<file path="src/rtl/lcd_frame_sequencer.sv">
// ILI9341 frame sequencer: panel reset, init/window command arrays, one-frame pixel gating.
// Owns the shared SPI shifter arbitration between command sender and pixel streamer.
module lcd_frame_sequencer #(
    parameter int RST_LOW_CYC     = 10000,
    parameter int RST_WAIT_CYC    = 600000,
    parameter int SLPOUT_WAIT_CYC = 6000000,
    parameter int PIXELS          = 76800,
    parameter int TIMEOUT_CYC     = 1000000,
    parameter int FCW             = 16
) (
    input  logic                        clk,
    input  logic                        rst,
    input  logic                        i_frame_req,
    input  logic                        i_comm_array_sent,
    input  logic                        i_pixel_sent,
    output logic                        o_lcd_rst_n,
    output logic                        o_send_comm_ena,
    output logic                        o_command,
    output logic                        o_pixel_ena,
    output logic [$clog2(PIXELS+1)-1:0] o_pixel_cnt,
    output logic                        o_frame_done,
    output logic [FCW-1:0]              o_frame_cnt,
    output logic                        o_ready,
    output logic                        o_error
);
    localparam int PCW  = $clog2(PIXELS + 1);
    localparam int M1   = (RST_LOW_CYC > RST_WAIT_CYC) ? RST_LOW_CYC : RST_WAIT_CYC;
    localparam int M2   = (SLPOUT_WAIT_CYC > TIMEOUT_CYC) ? SLPOUT_WAIT_CYC : TIMEOUT_CYC;
    localparam int MAXC = (M1 > M2) ? M1 : M2;
    localparam int CW   = $clog2(MAXC + 1);

    // Terminal counts: the shared counter runs 0..N-1 so each state lasts exactly N cycles.
    localparam logic [CW-1:0]  LOW_TC  = CW'(RST_LOW_CYC - 1);
    localparam logic [CW-1:0]  WAIT_TC = CW'(RST_WAIT_CYC - 1);
    localparam logic [CW-1:0]  SLP_TC  = CW'(SLPOUT_WAIT_CYC - 1);
    localparam logic [CW-1:0]  TO_TC   = CW'(TIMEOUT_CYC - 1);
    localparam logic [PCW-1:0] PIX_TC  = PCW'(PIXELS - 1);

    typedef enum logic [3:0] {
        HW_RST, RST_WAIT, INIT_REQ, INIT_RUN, INIT_WAIT, READY,
        WIN_REQ, WIN_RUN, PIX, FDONE, ERROR
    } state_t;

    state_t         state_q, state_d;
    logic [CW-1:0]  cnt_q, cnt_d;
    logic [PCW-1:0] pcnt_q, pcnt_d;
    logic [FCW-1:0] fcnt_q, fcnt_d;
    logic           pend_q, pend_d;

    always_ff @(posedge clk) begin
        if (rst) begin
            state_q <= HW_RST;
            cnt_q   <= '0;
            pcnt_q  <= '0;
            fcnt_q  <= '0;
            pend_q  <= 1'b0;
        end else begin
            state_q <= state_d;
            cnt_q   <= cnt_d;
            pcnt_q  <= pcnt_d;
            fcnt_q  <= fcnt_d;
            pend_q  <= pend_d;
        end
    end

    always_comb begin
        state_d         = state_q;
        cnt_d           = '0;
        pcnt_d          = pcnt_q;
        fcnt_d          = fcnt_q;
        pend_d          = pend_q;
        o_lcd_rst_n     = 1'b1;
        o_send_comm_ena = 1'b0;
        o_command       = 1'b0;
        o_pixel_ena     = 1'b0;
        o_frame_done    = 1'b0;
        o_ready         = 1'b0;
        o_error         = 1'b0;

        // Requests during a frame are remembered one deep; earlier ones are dropped.
        if (i_frame_req && (state_q inside {WIN_REQ, WIN_RUN, PIX, FDONE}))
            pend_d = 1'b1;

        case (state_q)
            HW_RST: begin
                o_lcd_rst_n = 1'b0;
                if (cnt_q == LOW_TC) state_d = RST_WAIT;
                else                 cnt_d   = cnt_q + CW'(1);
            end
            RST_WAIT: begin
                if (cnt_q == WAIT_TC) state_d = INIT_REQ;
                else                  cnt_d   = cnt_q + CW'(1);
            end
            INIT_REQ: begin
                o_send_comm_ena = 1'b1;
                state_d         = INIT_RUN;
            end
            INIT_RUN: begin
                // A strobe on the last allowed cycle beats the timeout.
                if (i_comm_array_sent)  state_d = INIT_WAIT;
                else if (cnt_q == TO_TC) state_d = ERROR;
                else                     cnt_d   = cnt_q + CW'(1);
            end
            INIT_WAIT: begin
                if (cnt_q == SLP_TC) state_d = READY;
                else                 cnt_d   = cnt_q + CW'(1);
            end
            READY: begin
                o_ready = 1'b1;
                if (i_frame_req || pend_q) begin
                    pend_d  = 1'b0;
                    state_d = WIN_REQ;
                end
            end
            WIN_REQ: begin
                o_send_comm_ena = 1'b1;
                o_command       = 1'b1;
                state_d         = WIN_RUN;
            end
            WIN_RUN: begin
                o_command = 1'b1;
                if (i_comm_array_sent)  state_d = PIX;
                else if (cnt_q == TO_TC) state_d = ERROR;
                else                     cnt_d   = cnt_q + CW'(1);
            end
            PIX: begin
                o_pixel_ena = 1'b1;
                if (i_pixel_sent) begin
                    pcnt_d = pcnt_q + PCW'(1);
                    if (pcnt_q == PIX_TC) state_d = FDONE;
                end
            end
            FDONE: begin
                o_frame_done = 1'b1;
                fcnt_d       = fcnt_q + FCW'(1);
                pcnt_d       = '0;
                state_d      = READY;
            end
            ERROR: begin
                o_error = 1'b1;
            end
            default: state_d = ERROR;
        endcase
    end

    assign o_pixel_cnt = pcnt_q;
    assign o_frame_cnt = fcnt_q;
endmodule
</file>
<file path="config.mk">
export PLATFORM = sky130hd
export DESIGN_NAME = lcd_frame_sequencer
export DESIGN_NICKNAME = d
export VERILOG_FILES = /design/src/rtl/lcd_frame_sequencer.sv
export SDC_FILE = /design/constraint.sdc
export NUM_CORES = 1
export LEC_CHECK = 0
export CELL_PAD_IN_SITES_DETAIL_PLACEMENT = 0
export CELL_PAD_IN_SITES_GLOBAL_PLACEMENT = 1
export CORE_MARGIN = 3
export CORE_UTILIZATION = 41
export DETAILED_ROUTE_END_ITERATION = 8
export PLACE_DENSITY = 0.78
export SLEW_MARGIN = 5
export SYNTH_ARGS = -nofsm -noshare
export SYNTH_HDL_FRONTEND = slang
export SYNTH_SLANG_ARGS = --single-unit
</file>
<file path="constraint.sdc">
create_clock -name clk -period 3.1 [get_ports clk]
set_clock_uncertainty 0.15 [all_clocks]
set_input_delay 0.62 -clock clk [delete_from_list [all_inputs] [get_ports clk]]
set_output_delay 0.62 -clock clk [all_outputs]
set_load 0.01 [all_outputs]
</file>
## Word-level counts from Yosys, hierarchy flattened

Cells that the tools add are included.

- Input bits: 5
- Bits in registers: 61

- Bitwise gates (word level): 1
- Muxes and demuxes: 28
- Reductions and logical operators: 10
- Equality and inequality tests: 21
- Add/sub/neg operators: 3

Operators with widths:

| cell | count |
|---|---|
| $mux 23 | 5 |
| $pmux 23 s4 | 1 |
| $eq 23x20->1 const B | 2 |
| $pmux 4 s11 | 1 |
| $mux 4 | 9 |
| $pmux 17 s2 | 1 |
| $add 23x1->23 const B | 1 |
| $eq 23x14->1 const B | 1 |
| $eq 23x23->1 const B | 1 |
| $add 17x1->17 const B | 1 |
| $eq 17x17->1 const B | 1 |
| $mux 17 | 1 |
| $add 16x1->16 const B | 1 |
| $eq 4x3->1 const B | 4 |
| $eq 4x4->1 const B | 3 |
| $mux 1 | 10 |
| $ne 2x2->1 const B | 5 |
| $eq 4x2->1 const B | 2 |
| $reduce_and 7->1 | 1 |
| $reduce_or 2->1 | 3 |
| $eq 4x1->1 const B | 1 |
| $logic_not 4->1 | 1 |
| $reduce_bool 4->1 | 1 |
| $ne 2x1->1 const B | 1 |
| other kinds (5) | 5 |

## Longest topological paths before layout

Gate-level depths: netlist of run 1.

- Depth after elaboration: 6
- Depth in mapped cells: 8
- Mapped depth without buffers: 8

## Least setup slack after synthesis of run 1

Ideal clock, no wire load.

- Path kind: register -> register
- Start point: register cnt_q[0]
- End point: register state_q[3]
- Data required time: 2.818 ns
- Arrival time: 2.021 ns
- Slack: 0.797 ns
- Library setup time: 0.132 ns
- Buffers on the path: 0
- Stages on the path, launching flop included: 8
- Path through: dfxtp_1 ha_1 nand3_1 nor4_1 a21oi_2 or4_1 o41ai_1 a21oi_1

- Cells in the longest elaborated chain, start to end: 4
- Elaborated cells on any way between the ends: 12

RTL lines:

| element | RTL line | source |
|---|---|---|
| start: declaration | 45 | `logic [CW-1:0] cnt_q, cnt_d;` |
| start signal: assignment | 59 | `cnt_q <= cnt_d;` |
| $eq 23x20->1 | 101, 123 |  |
| $mux 4 | n/a |  |
| $mux 4 (on tied branches) | n/a |  |
| $pmux 4 s11 | n/a |  |
| end signal: assignment | 58 | `state_q <= state_d;` |
| end: declaration | 44 | `state_t state_q, state_d;` |

Parallel ways exist; a longest one is shown, timed or not.
A chain may end at the register's enable or synchronous reset.

## Worst setup path after layout of run 1

- Start point: register state_q[3]
- End point: output o_frame_done

- Cells in the longest elaborated chain, start to end: 2

RTL lines:

| element | RTL line | source |
|---|---|---|
| $eq 4x4->1 | 84 | `case (state_q)` |
| $mux 1 | 84 |  |
| end: declaration | 21 | `output logic o_frame_done,` |

No other way between the ends.

==> flow_summary_export.csv, run 1 <==
group,metric,value,unit
cts,postCtsHoldBufs,0,
critical_path,criticalPathCategory,"reg -> out",
die,die_h,92.4,um
die,start_util,43.6,%
synth,syn-mean-instance-area,8.63,um^2
die,dieArea,0.00854,mm^2
power,ir_worst_vdd,0.220,mV
power,p_per_area,502,mW/mm^2
power,p_comb_share,15.2,%
cts,cts_resized,0,
final_layout,area_delta_synth_final,24.9,%
cts,cts_setup_buffers,0,
synth,synth_area,0.00306,mm^2
cts,cts_buffers,9,
synth,synth_top_area_share,39.9,%
global_routing,grt_first_pass_wirelength,11300,um
synth,ys_seq_elements,61,
synth,synth_most_common_cell,"dfxtp_1",
final_layout,multiInputGateArea,0.00174,mm^2
timing,setup_tns,0,ns
routing,wirelength,6560,um
cts,clock_latency,0.32,ns
timing,max_freq,357,MHz
synth,synthesis.nets,363,
timing,final-hold-violation-count,0,
final_layout,fillers,663,
die,dieWidth,92.4,um
power,clockPowerShare,41.4,%
synth,ys_top_cells_by_area,"dfxtp_1, xor2_1, nor2_1",
cts,cts_max_path_buffers,2,
final_layout,drive_gt1_share,13.2,%
routing,drc,0,
timing,drv_slew,0,
power,pwr-share-seq,43.4,%
final_layout,nets,413,
synth,synth-edff-count,0,
power,swShare,25.9,%
global_routing,grt_max_degree,23,
routing,routed_via_density,5.12,
timing,finalSetupViolations,0,
die,placement_rows,30,
synth,yosysWarnings,0,
routing,drtPass1Iterations,4,
die,ios,45,
critical_path,cp-end-kind,"primary output",
timing,whs,0.326,ns
timing,period_share,90.5,%
placed_design,routabilityCongestion,0.807,
routing,detail_route.wl_per_cell,13.0,um
global_routing,grt_overflow,0,
global_routing,grt_usage,16.1,%
synth,netlist_instances,355,
critical_path,critical_path_required,2.33,ns
run,max_cap_violations,0,
timing,grt_setup_unrepaired,"false",
outcome,status,"finished clean",
global_routing,grt_pass1_vias,2485,
final_layout,seq_area,0.00122,mm^2
power,p_switching,498,uW
critical_path,cp_data_arrival_time,2.03,ns
placed_design,portBuffers,44,
synth,synth_area_leader_cell,"dfxtp_1",
timing,worstMarginPinSlew,0.750,ns
cts,cts_tree,"done",
min_path,hp-class,"reg -> reg",
timing,min_period,2.80,ns
critical_path,start_kind,"flip-flop",
critical_path,crit_fanout,14,
synth,synth_seq_area_share,39.9,%
synth,async_flop_share,0,%
die,core,0.00702,mm^2
synth,synth_flop_cell,"dfxtp_1",
synth,synth_cell_type_count,48,
final_layout,diodes,0,
power,p_leak,1.29,nW
timing,worst_slew_margin_rel,49.6,%
routing,drtAntennaViolNets,0,
cts,cts_sinks,61,
routing,drt_iter0_drc,98,
cts,clk_pin_slew,0.07,ns
placed_design,hpwl,4680,um
cts,cts_root_buf,"clkbuf_8",
global_routing,antenna_found_initial,0,
synth,netlist_top_cells_count,"dfxtp_1, nor2_1, nand2_1, xor2_1",
cts,htree_levels,3,
routing,vias,2592,
power,p_int,1.42,mW
[area by class of cell]
cell class / count / area share (%)
sequential: 61 / 31.9
tap: 96 / 3.14
clock buffer: 13 / 4.15
inverter: 5 / 0.491
timing repair buffer: 52 / 13.1
multi-input combinational: 276 / 45.4
clock inverter: 3 / 1.77
[kinds of logic (layout without fill, tap and decap cells)]
group,after synthesis,in the layout,share of synthesized area [%]
multiplexers,1,1,0.327
buffers and inverters,18,73,3.39
adder cells (fa/ha/maj),3,3,1.23
AO/OA/AOI/OAI,33,33,7.68
flip-flops,61,61,39.9
AND/OR/NAND/NOR,192,192,34.1
XOR/XNOR,47,47,13.4
[layer usage]
layer | vias to the layer above | part of all wire (%) | GRT usage (%)
li1 | 1330 | - | -
met1 | 1206 | 50 | 21.9
met2 | 50 | 45 | 25.0
met3 | 6 | 3.8 | 3.33
met4 | 0 | 0.94 | 6.31
met5 | - | 0 | 0
[worst max-delay path, stage by stage (launching register included)]
cell and delay [ns]:
dfxtp_1 0.63, nor4bb_1 0.44, clkdlybuf4s50_1 0.64
[final timing paths]
kind	startpoint	slack, ns	cells past startpoint	endpoint
setup / recovery	state_q[3]	0.30	2	o_frame_done
setup reg to reg	state_q[3]	0.49	6	o_pixel_cnt[15]
hold / removal	cnt_q[0]	0.33	1	cnt_q[0]
hold reg to reg	cnt_q[0]	0.33	1	cnt_q[0]
[flip-flops by register name, summed over array words and instances (netlist names)]
register and flops:
cnt_q 23, o_pixel_cnt 17, o_frame_cnt 16, state_q 4
pend_q 1
[per-stage QoR]
stage                     cell area, um^2  total power, mW  setup slack [ns]  utilization, %  cells
final                                3820             1.92             0.296            54.5    506
after global routing                 3820             2.02             0.188            54.5    506
after CTS                            3820             1.95             0.293            54.5    506
after detailed placement             3600             1.14             0.456            51.3    490
after global placement               3600             1.14             0.476            51.3    490
after floorplan                      3060             1.08             0.797               -    355
[power by group through the flow]
stage	combinational (mW)	sequential, mW	clock (mW)
2_1_floorplan	0.232	0.844	0
3_3_place_gp	0.291	0.849	0
3_5_place_dp	0.293	0.850	0
4_1_cts	0.294	0.833	0.819
5_1_grt	0.324	0.837	0.856
6_report	0.292	0.834	0.796
[cell usage in the layout (no fill, tap or decap), types with 9 or more instances in the layout]
cell and count:
nor3_1 9, xnor2_1 15, clkbuf_8 11, nand3_1 21, xor2_1 32, nand2_1 32, nor2_2 21, nand4_1 14
nor2_1 43, dfxtp_1 61, clkdlybuf4s50_1 44, a21oi_1 13
No activity file was read; power rests on OpenSTA's default activity.
==> run 2: changes to the inputs <==
--- a/config.mk
+++ b/config.mk
@@ -7,8 +7,10 @@
 export LEC_CHECK = 0
 export CELL_PAD_IN_SITES_DETAIL_PLACEMENT = 0
 export CELL_PAD_IN_SITES_GLOBAL_PLACEMENT = 1
-export CORE_MARGIN = 3
+export CORE_MARGIN = 5
 export CORE_UTILIZATION = 41
+export CTS_BUF_LIST = sky130_fd_sc_hd__clkbuf_16
+export CTS_CLUSTER_SIZE = 30
 export DETAILED_ROUTE_END_ITERATION = 8
 export PLACE_DENSITY = 0.78
 export SLEW_MARGIN = 5
==> run 2 against run 1 <==
  * First-iteration DRC count increased by 38%
  * Cell area increased by 1.5%
  * Routed wire length increased by 3.1%
  * Critical path type unchanged
  * Highest routed layer unchanged
==> flow_summary_export.csv, run 2 (same netlist as run 1, synthesis figures left out) <==
group,metric,value,unit
outcome,status,"finished clean",
die,dieWidth,96.4,um
power,ir_worst_vdd,0.306,mV
critical_path,cp_data_arrival_time,2.04,ns
cts,cts_buffers,9,
power,power,2.14,mW
critical_path,cp-end-kind,"primary output",
timing,drv_slew,0,
critical_path,start_kind,"flip-flop",
power,p_per_area,550,mW/mm^2
timing,setup_tns,0,ns
placed_design,placed_cells,490,
die,ios,45,
die,start_util,42.2,%
die,placement_rows,31,
min_path,whs_path_depth,1,
final_layout,drive_gt1_share,12.1,%
cts,postCtsHoldBufs,0,
placed_design,portBuffers,44,
timing,max_freq,356,MHz
routing,detail_route.wl_per_cell,13.4,um
global_routing,grt_overflow,0,
cts,clock_latency,0.31,ns
die,dieArea,0.00930,mm^2
routing,drt_iter0_drc,135,
global_routing,grt_usage,15.5,%
critical_path,criticalPathCategory,"reg -> out",
die,die_h,96.4,um
timing,finalSetupViolations,0,
timing,grt_setup_unrepaired,"false",
final_layout,diodes,0,
timing,worstMarginPinSlew,0.731,ns
global_routing,grt_first_pass_wirelength,11400,um
routing,drc,0,
timing,whs,0.324,ns
placed_design,routabilityCongestion,0.805,
cts,clk_pin_slew,0.05,ns
critical_path,ff2ff_path_depth,6,
global_routing,grt_pass1_vias,2520,
cts,cts_max_path_buffers,2,
cts,cts_sinks,61,
routing,drtPass1Iterations,4,
routing,wirelength,6760,um
cts,cts_tree,"done",
die,core,0.00725,mm^2
routing,vias,2610,
global_routing,grt_max_degree,23,
cts,cts_setup_buffers,0,
final_layout,largest_reg_flops,23,
timing,min_period,2.81,ns
final_layout,top_register,"cnt_q",
critical_path,crit_fanout,16,
final_layout,nets,410,
routing,routed_via_density,5.17,
final_layout,fin_cells,505,
cts,htree_levels,3,
power,p_leak,1.31,nW
placed_design,hpwl,4830,um
global_routing,antenna_found_initial,0,
routing,drtAntennaViolNets,0,
timing,final-hold-violation-count,0,
cts,cts_resized,0,
final_layout,area_delta_synth_final,26.8,%
min_path,hp-class,"reg -> reg",
final_layout,mostFrequentLayoutCells,"dfxtp_1, clkdlybuf4s50_1, nor2_1",
run,max_cap_violations,0,
critical_path,critical_path_required,2.33,ns
cts,cts_root_buf,"clkbuf_16",
final_layout,final_common_cell,"dfxtp_1",
timing,period_share,90.6,%
timing,worst_slew_margin_rel,50.8,%
[run 2: metrics by stage]
step / utilization, % / setup slack [ns] / cell area, um^2
after global routing: 53.5 / 0.119 / 3880
after floorplan: - / 0.797 / 3060
final: 53.5 / 0.290 / 3880
after global placement: 49.4 / 0.461 / 3580
after CTS: 53.5 / 0.288 / 3880
after detailed placement: 49.4 / 0.407 / 3580
[run 2: cell type report]
class | count | area, um^2
Clock inverter | 6 | 78.8
Sequential cell | 61 | 1220
Clock buffer | 9 | 225
Tap cell | 99 | 124
Multi-Input combinational cell | 276 | 1740
Inverter | 5 | 18.8
Fill cell | 713 | 3370
Timing Repair Buffer | 49 | 478
[run 2: power breakdown]
group          switching (mW)  internal, mW  leakage [nW]
logic                   0.151         0.112         0.670
clock network           0.328         0.689         0.144
registers              0.0463         0.809         0.492
[run 2: worst paths after layout]
check	startpoint	to	slack, ns
max	state_q[0]	o_frame_done	0.29
min	cnt_q[0]	cnt_q[0]	0.32
max reg2reg	state_q[3]	o_pixel_cnt[13]	0.52
min reg2reg	cnt_q[0]	cnt_q[0]	0.32
[run 2: critical path, stage by stage, from the launching register on]
cell,delay [ns]
dfxtp_1,0.63
nor4bb_1,0.34
buf_4,0.21
clkdlybuf4s50_1,0.55
[run 2: layer usage]
layer  wire length, um  share of wire, %  global-route usage [%]  up-vias
met5                 0                 0                       0        -
met4                96               1.4                    7.13        0
met3               243               3.6                    3.41       11
met2              3040                45                    23.8       56
met1              3390                50                    20.7     1216
li1                  -                 -                       -     1327
